File: src/rtl/instr_fetch_pkg.sv
// instr_fetch_pkg: shared constants, state encoding and buffer entry type for the fetch stage
package instr_fetch_pkg;
  localparam int XLEN = 32;
  localparam logic [XLEN-1:0] NOP_INST = 32'h0000_0013;
  typedef enum logic [1:0] {S_RESET, S_RUN, S_DRAIN} fetch_state_t;
  typedef struct packed {
    logic [XLEN-1:0] pc;
    logic [XLEN-1:0] inst;
  } fetch_entry_t;
  function automatic logic [XLEN-1:0] word_align(input logic [XLEN-1:0] a);
    return a & ~XLEN'(3);
  endfunction
endpackage

File: src/rtl/instr_fetch_if.sv
// instr_fetch_if: instruction-memory request/response and decode handshake bundle
interface instr_fetch_if #(
  parameter int XLEN = 32
);
  logic            imem_req_valid;
  logic            imem_req_ready;
  logic [XLEN-1:0] imem_req_addr;
  logic            imem_rsp_valid;
  logic [XLEN-1:0] imem_rsp_data;
  logic            inst_valid;
  logic            inst_ready;
  logic [XLEN-1:0] inst;
  logic [XLEN-1:0] inst_pc;
  modport master (
    output imem_req_valid, imem_req_addr, inst_valid, inst, inst_pc,
    input  imem_req_ready, imem_rsp_valid, imem_rsp_data, inst_ready
  );
  modport slave (
    input  imem_req_valid, imem_req_addr, inst_valid, inst, inst_pc,
    output imem_req_ready, imem_rsp_valid, imem_rsp_data, inst_ready
  );
endinterface

File: src/rtl/instr_fetch_fifo.sv
// instr_fetch_fifo: flushable FIFO of fetched {pc, inst} entries
module instr_fetch_fifo
  import instr_fetch_pkg::*;
#(
  parameter int DEPTH = 2,
  localparam int CW = $clog2(DEPTH + 1)
) (
  input  logic         clk,
  input  logic         rst,
  input  logic         push,
  input  logic         pop,
  input  logic         flush,
  input  fetch_entry_t din,
  output logic [CW-1:0] count,
  output fetch_entry_t head
);
  localparam int PW = $clog2(DEPTH);
  fetch_entry_t mem [DEPTH];
  logic [PW-1:0] rd, wr;
  logic do_pop;
  function automatic logic [PW-1:0] nxt(input logic [PW-1:0] p);
    return p == PW'(DEPTH - 1) ? '0 : p + 1'b1;
  endfunction
  always_comb begin
    do_pop = pop && count != '0;
    head = mem[rd];
  end
  always_ff @(posedge clk) begin
    if (rst) begin
      rd <= '0;
      wr <= '0;
      count <= '0;
      for (int i = 0; i < DEPTH; i++) mem[i] <= '0;
    end else if (flush) begin
      rd <= '0;
      wr <= '0;
      count <= '0;
    end else begin
      if (push) begin
        mem[wr] <= din;
        wr <= nxt(wr);
      end
      if (do_pop) rd <= nxt(rd);
      count <= count + CW'(push) - CW'(do_pop);
    end
  end
  always_ff @(posedge clk)
    if (!rst && !flush && push && !do_pop) assert (count != CW'(DEPTH));
endmodule

File: src/rtl/instr_fetch.sv
// instr_fetch: PC/request generator with response buffer, credit flow control and branch redirect
module instr_fetch
  import instr_fetch_pkg::*;
#(
  parameter int XLEN = 32,
  parameter logic [XLEN-1:0] RESET_PC = '0,
  parameter int BUF_DEPTH = 2
) (
  input  logic            clk,
  input  logic            reset,
  input  logic            pc_sel,
  input  logic [XLEN-1:0] branch_target,
  instr_fetch_if.master   bus
);
  localparam int CW = $clog2(BUF_DEPTH + 1);
  fetch_state_t state;
  logic [XLEN-1:0] fetch_pc, rsp_pc;
  logic [CW-1:0] outstanding, drop_cnt, drop_nxt, fifo_count;
  logic req_fire, rsp_live, pop;
  fetch_entry_t entry, head;
  instr_fetch_fifo #(.DEPTH(BUF_DEPTH)) u_fifo (
    .clk   (clk),
    .rst   (reset),
    .push  (rsp_live),
    .pop   (pop),
    .flush (pc_sel),
    .din   (entry),
    .count (fifo_count),
    .head  (head)
  );
  always_comb begin
    bus.imem_req_valid = state != S_RESET && !pc_sel &&
                         ({1'b0, outstanding} + {1'b0, fifo_count}) < (CW + 1)'(BUF_DEPTH);
    bus.imem_req_addr = fetch_pc;
    req_fire = bus.imem_req_valid && bus.imem_req_ready;
    rsp_live = bus.imem_rsp_valid && drop_cnt == '0 && !pc_sel;
    entry = '{pc: rsp_pc, inst: bus.imem_rsp_data};
    drop_nxt = pc_sel ? outstanding - CW'(bus.imem_rsp_valid)
                      : drop_cnt - CW'(bus.imem_rsp_valid && drop_cnt != '0);
    bus.inst_valid = fifo_count != '0;
    pop = bus.inst_valid && bus.inst_ready;
    bus.inst = head.inst;
    bus.inst_pc = head.pc;
  end
  always_ff @(posedge clk) begin
    if (reset) begin
      state <= S_RESET;
      fetch_pc <= RESET_PC;
      rsp_pc <= RESET_PC;
      outstanding <= '0;
      drop_cnt <= '0;
    end else begin
      state <= state == S_RESET ? S_RUN : drop_nxt != '0 ? S_DRAIN : S_RUN;
      outstanding <= outstanding + CW'(req_fire) - CW'(bus.imem_rsp_valid);
      drop_cnt <= drop_nxt;
      fetch_pc <= pc_sel ? word_align(branch_target) : fetch_pc + (req_fire ? XLEN'(4) : '0);
      rsp_pc <= pc_sel ? word_align(branch_target) : rsp_pc + (rsp_live ? XLEN'(4) : '0);
    end
  end
endmodule
File: src/flat_wrapper.sv
// flat-port wrapper written by rule: the top's interface ports become plain ports
module instr_fetch_flat import instr_fetch_pkg::*;
#(
  parameter int XLEN = 32,
  parameter logic [XLEN-1:0] RESET_PC = '0,
  parameter int BUF_DEPTH = 2
)
  (clk, reset, pc_sel, branch_target, bus_imem_req_valid, bus_imem_req_addr, bus_inst_valid, bus_inst, bus_inst_pc, bus_imem_req_ready, bus_imem_rsp_valid, bus_imem_rsp_data, bus_inst_ready);
  instr_fetch_if #(.XLEN(XLEN)) bus_i ();
  input  logic clk;
  input  logic reset;
  input  logic pc_sel;
  input  logic [XLEN-1:0] branch_target;
  output wire logic [$bits(bus_i.imem_req_valid)-1:0] bus_imem_req_valid;
  output wire logic [$bits(bus_i.imem_req_addr)-1:0] bus_imem_req_addr;
  output wire logic [$bits(bus_i.inst_valid)-1:0] bus_inst_valid;
  output wire logic [$bits(bus_i.inst)-1:0] bus_inst;
  output wire logic [$bits(bus_i.inst_pc)-1:0] bus_inst_pc;
  input wire logic [$bits(bus_i.imem_req_ready)-1:0] bus_imem_req_ready;
  input wire logic [$bits(bus_i.imem_rsp_valid)-1:0] bus_imem_rsp_valid;
  input wire logic [$bits(bus_i.imem_rsp_data)-1:0] bus_imem_rsp_data;
  input wire logic [$bits(bus_i.inst_ready)-1:0] bus_inst_ready;
  assign bus_imem_req_valid = bus_i.imem_req_valid;
  assign bus_imem_req_addr = bus_i.imem_req_addr;
  assign bus_inst_valid = bus_i.inst_valid;
  assign bus_inst = bus_i.inst;
  assign bus_inst_pc = bus_i.inst_pc;
  assign bus_i.imem_req_ready = bus_imem_req_ready;
  assign bus_i.imem_rsp_valid = bus_imem_rsp_valid;
  assign bus_i.imem_rsp_data = bus_imem_rsp_data;
  assign bus_i.inst_ready = bus_inst_ready;
  instr_fetch #(.XLEN(XLEN), .RESET_PC(RESET_PC), .BUF_DEPTH(BUF_DEPTH)) u_core (.clk(clk), .reset(reset), .pc_sel(pc_sel), .branch_target(branch_target), .bus(bus_i));
endmodule
File: config.mk
export PLATFORM = sky130hd
export DESIGN_NAME = instr_fetch_flat
export DESIGN_NICKNAME = d
export VERILOG_FILES = /design/src/rtl/instr_fetch_pkg.sv /design/src/rtl/instr_fetch_if.sv /design/src/rtl/instr_fetch_fifo.sv /design/src/rtl/instr_fetch.sv /design/src/flat_wrapper.sv
export SDC_FILE = /design/constraint.sdc
export NUM_CORES = 1
export LEC_CHECK = 0
export ABC_AREA = 1
export CAP_MARGIN = 20
export CORE_UTILIZATION = 59
export CTS_BUF_LIST = sky130_fd_sc_hd__clkbuf_8
export CTS_CLUSTER_SIZE = 30
export DETAILED_ROUTE_END_ITERATION = 8
export GPL_ROUTABILITY_DRIVEN = 0
export GPL_TIMING_DRIVEN = 0
export PLACE_DENSITY = 0.95
export SYNTH_ARGS = -nofsm -noshare
export SYNTH_HDL_FRONTEND = slang
export SYNTH_SLANG_ARGS = --single-unit
File: constraint.sdc
create_clock -name clk -period 7.8 [get_ports clk]
set_clock_uncertainty 0.05 [all_clocks]
set_input_delay 1.17 -clock clk [delete_from_list [all_inputs] [get_ports clk]]
set_output_delay 1.17 -clock clk [all_outputs]
set_load 0.03 [all_outputs]
==> impl_metrics.ini <==
[sta]
slew_violations = 0
finalCritPeriodShare_pct = 52.1
grt_setup_unrepaired = false
hold_viol = 0
worst_pin_slew_ps = 855
max_freq_mhz = 246
tns_ps = 0
slew_headroom_pct = 43.0
period_needed_ps = 4070
setup_viol = 0

[synthesis]
synthFlopType = edfxtp_1
synth_top_area_share_pct = 40.0
ys_warn_count = 0
syn-cell-area_um2 = 9310
synth_most_common_cell = nand2_1
ys_types = 37
ys_seq_elements = 195
postSynthCellCount = 1028
avgSynthCellArea_um2 = 9.06
async_flop_share_pct = 0
ys_top_cells_by_area = edfxtp_1 (40%), dfxtp_1 (15%), nand2_1 (8.7%)
synth_edf_count = 124
synth_top_area_cell = edfxtp_1
ys_top_cells_by_count = nand2_1 (215), nor2_1 (213), inv_1 (133)
yosysSeqAreaShare_pct = 55.3

[worst_setup_path]
r2r_slack_ps = 4720
cp_cell_sequence = clkdlybuf4s50_1, or3_1, nor2_1, clkdlybuf4s50_1
path_common_cell = clkdlybuf4s50_1
slowest_stage = clkdlybuf4s50_1
path_class = input port to output pin
cp.arrival_ps = 2850
end_kind = output pin
crit_start = pc_sel
cp.required_ps = 6580
crit_fanout = 4
worstRegToRegCells = 13
crit_path_max_incr_delay_ps = 670
timing.rr.start = u_core.u_fifo.count[0]
r2r_end = u_core.bus.imem_req_addr[21]
crit_path_start_kind = input port

[placed_design]
dp_cells = 1402
dp_hpwl_um = 16300
placed_cell_area_um2 = 11200
portBuffers = 160

[pwr]
powerDensity_nw_per_um2 = 191
switching_share_pct = 25.7
p_total_mw = 2.23
seq_power_share_pct = 53.3
switching_power_mw = 0.575
irDropWorstVdd_v = 0.000147
leakage_nw = 4.73
clockPowerShare_pct = 32.3
power_frac_comb_pct = 14.4
intPower_mw = 1.66

[floorplan]
start_util_pct = 60.8
row_count = 45
die_area_um2 = 16300
ios = 168
core_area_um2 = 15300
die_y_um = 128
die_x_um = 128

[clocking]
cts_resized = 0
htreeDepth = 4
holdBufCountCts = 0
root_buffer = clkbuf_8
clk_pin_slew_ps = 80
clk_latency_ps = 480
cts_sinks = 195
postCtsSetupBuffers = 0
numCtsBuffers = 17
clk_path_buf_depth = 2
cts_tree = yes

[run_status]
outcome = finished, final reports clean

[grt]
grt_pass1_vias = 7267
grt_first_pass_wirelength_um = 34900
grt_usage_pct = 28.2
grt_start_max_net_pins = 63
antenna_found_initial = 0
grt_overflow = 0

[hold_path]
hold_depth = 1
hold_path_class = flop to flop
hp-start = u_core.u_fifo.rd

[final_layout]
finalNetCount = 1290
antenna_cells = 0
syn2layout_area_growth_pct = 25.2
multi_input_area_um2 = 3500
drive_gt1_share_pct = 12.7
design_area_um2 = 11700
fin_cells = 1434
fillers = 989
regArea_um2 = 5140

[flow_run]
maxCapViolCount = 0

[detailed_routing]
wirelength_um = 22500
drtPass1Iterations = 6
vias = 7684
drc_errors = 0
vias_per_cell = 5.36
antenna_left = 0
wire_per_inst_um = 15.7
dr.first_iter.drc_count = 941
## sequential cells by signal, indices dropped and copies added (netlist names), named ones only
| register | count |
|---|---|
| u_core.outstanding | 2 |
| u_core.u_fifo.mem | 124 |
| u_core.u_fifo.count | 2 |
| u_core.rsp_pc | 30 |
| u_core.drop_cnt | 2 |
| u_core.bus.imem_req_addr | 30 |
| u_core.u_fifo.rd | 1 |
| u_core.state | 2 |
| u_core.u_fifo.wr | 1 |
## layout make-up
| class | instances | area share [%] |
|---|---|---|
| flip-flops and latches | 195 | 44.1 |
| multi-input cells | 667 | 30.0 |
| repair buffers | 160 | 13.7 |
| inverters | 136 | 4.40 |
| clock buffers | 21 | 2.48 |
| well taps | 211 | 2.26 |
| plain buffers | 33 | 1.55 |
| clock inverters | 11 | 1.41 |
## worst max-delay path, delay by kind of cell
kind | cells | cell delay (ps)
buffers and inverters | 2 | 1140
AND/OR/NAND/NOR | 2 | 540
## kinds of logic (layout without fill, tap and decap cells)
kind of cell / Yosys count / after routing / synth area share, %
AO/OA/AOI/OAI: 70 / 70 / 3.98
XOR/XNOR: 16 / 16 / 1.51
adder cells (fa/ha/maj): 10 / 10 / 1.42
buffers and inverters: 169 / 361 / 7.44
flip-flops: 195 / 195 / 55.3
multiplexers: 62 / 62 / 7.50
other: 1 / 4 / 0.0403
AND/OR/NAND/NOR: 505 / 505 / 22.9
## metal layers
metal	part of all wire [%]	wire [um]	GRT usage (%)
met5	0	0	0
met4	2.7	614	12.5
met3	8.2	1850	4.56
met2	49	11100	48.8
met1	40	8920	35.0
## through the flow
stage                     worst slack [ps]  hold slack, ps  utilization (%)
after global placement                2680             385             73.1
after global routing                  3690             428             76.1
after floorplan                       4030             376                -
after detailed placement              3740             398             73.2
after CTS                             3730             412             76.1
final                                 3730             419             76.1
## worst max-delay path by stage
stage                          endpoint  cells after the start
6_report             bus_imem_req_valid                      4
5_1_grt              bus_imem_req_valid                      4
4_1_cts              bus_imem_req_valid                      4
3_5_place_dp         bus_imem_req_valid                      4
3_3_place_gp   u_core.u_fifo.mem[1][23]                      8
2_1_floorplan   u_core.u_fifo.mem[0][0]                      8
## placed cells by master (no fill, tap or decap), drive strengths merged
master,n
edfxtp,124
clkbuf,24
dfxtp,71
nand2,223
and2,2
buf,30
nand3b,2
xnor2,7
ha,9
or2,1
nand3,36
o21ai,45
o32ai,1
nor3b,2
mux2,62
a21oi,11
inv,138
fa,1
clkinv,5
or3,1
nor3,3
nand4,8
o22ai,13
bufinv,4
conb,4
xor2,9
clkdlybuf4s50,160
nor2,227
## power groups by stage
stage	Sequential (mW)	Combinational [mW]	Clock, mW
5_1_grt	1.19	0.344	0.762
3_3_place_gp	1.21	0.310	0
2_1_floorplan	1.22	0.170	0
6_report	1.19	0.322	0.721
3_5_place_dp	1.21	0.319	0
4_1_cts	1.19	0.322	0.723
Note: power is estimated with default switching activity, not from simulation.
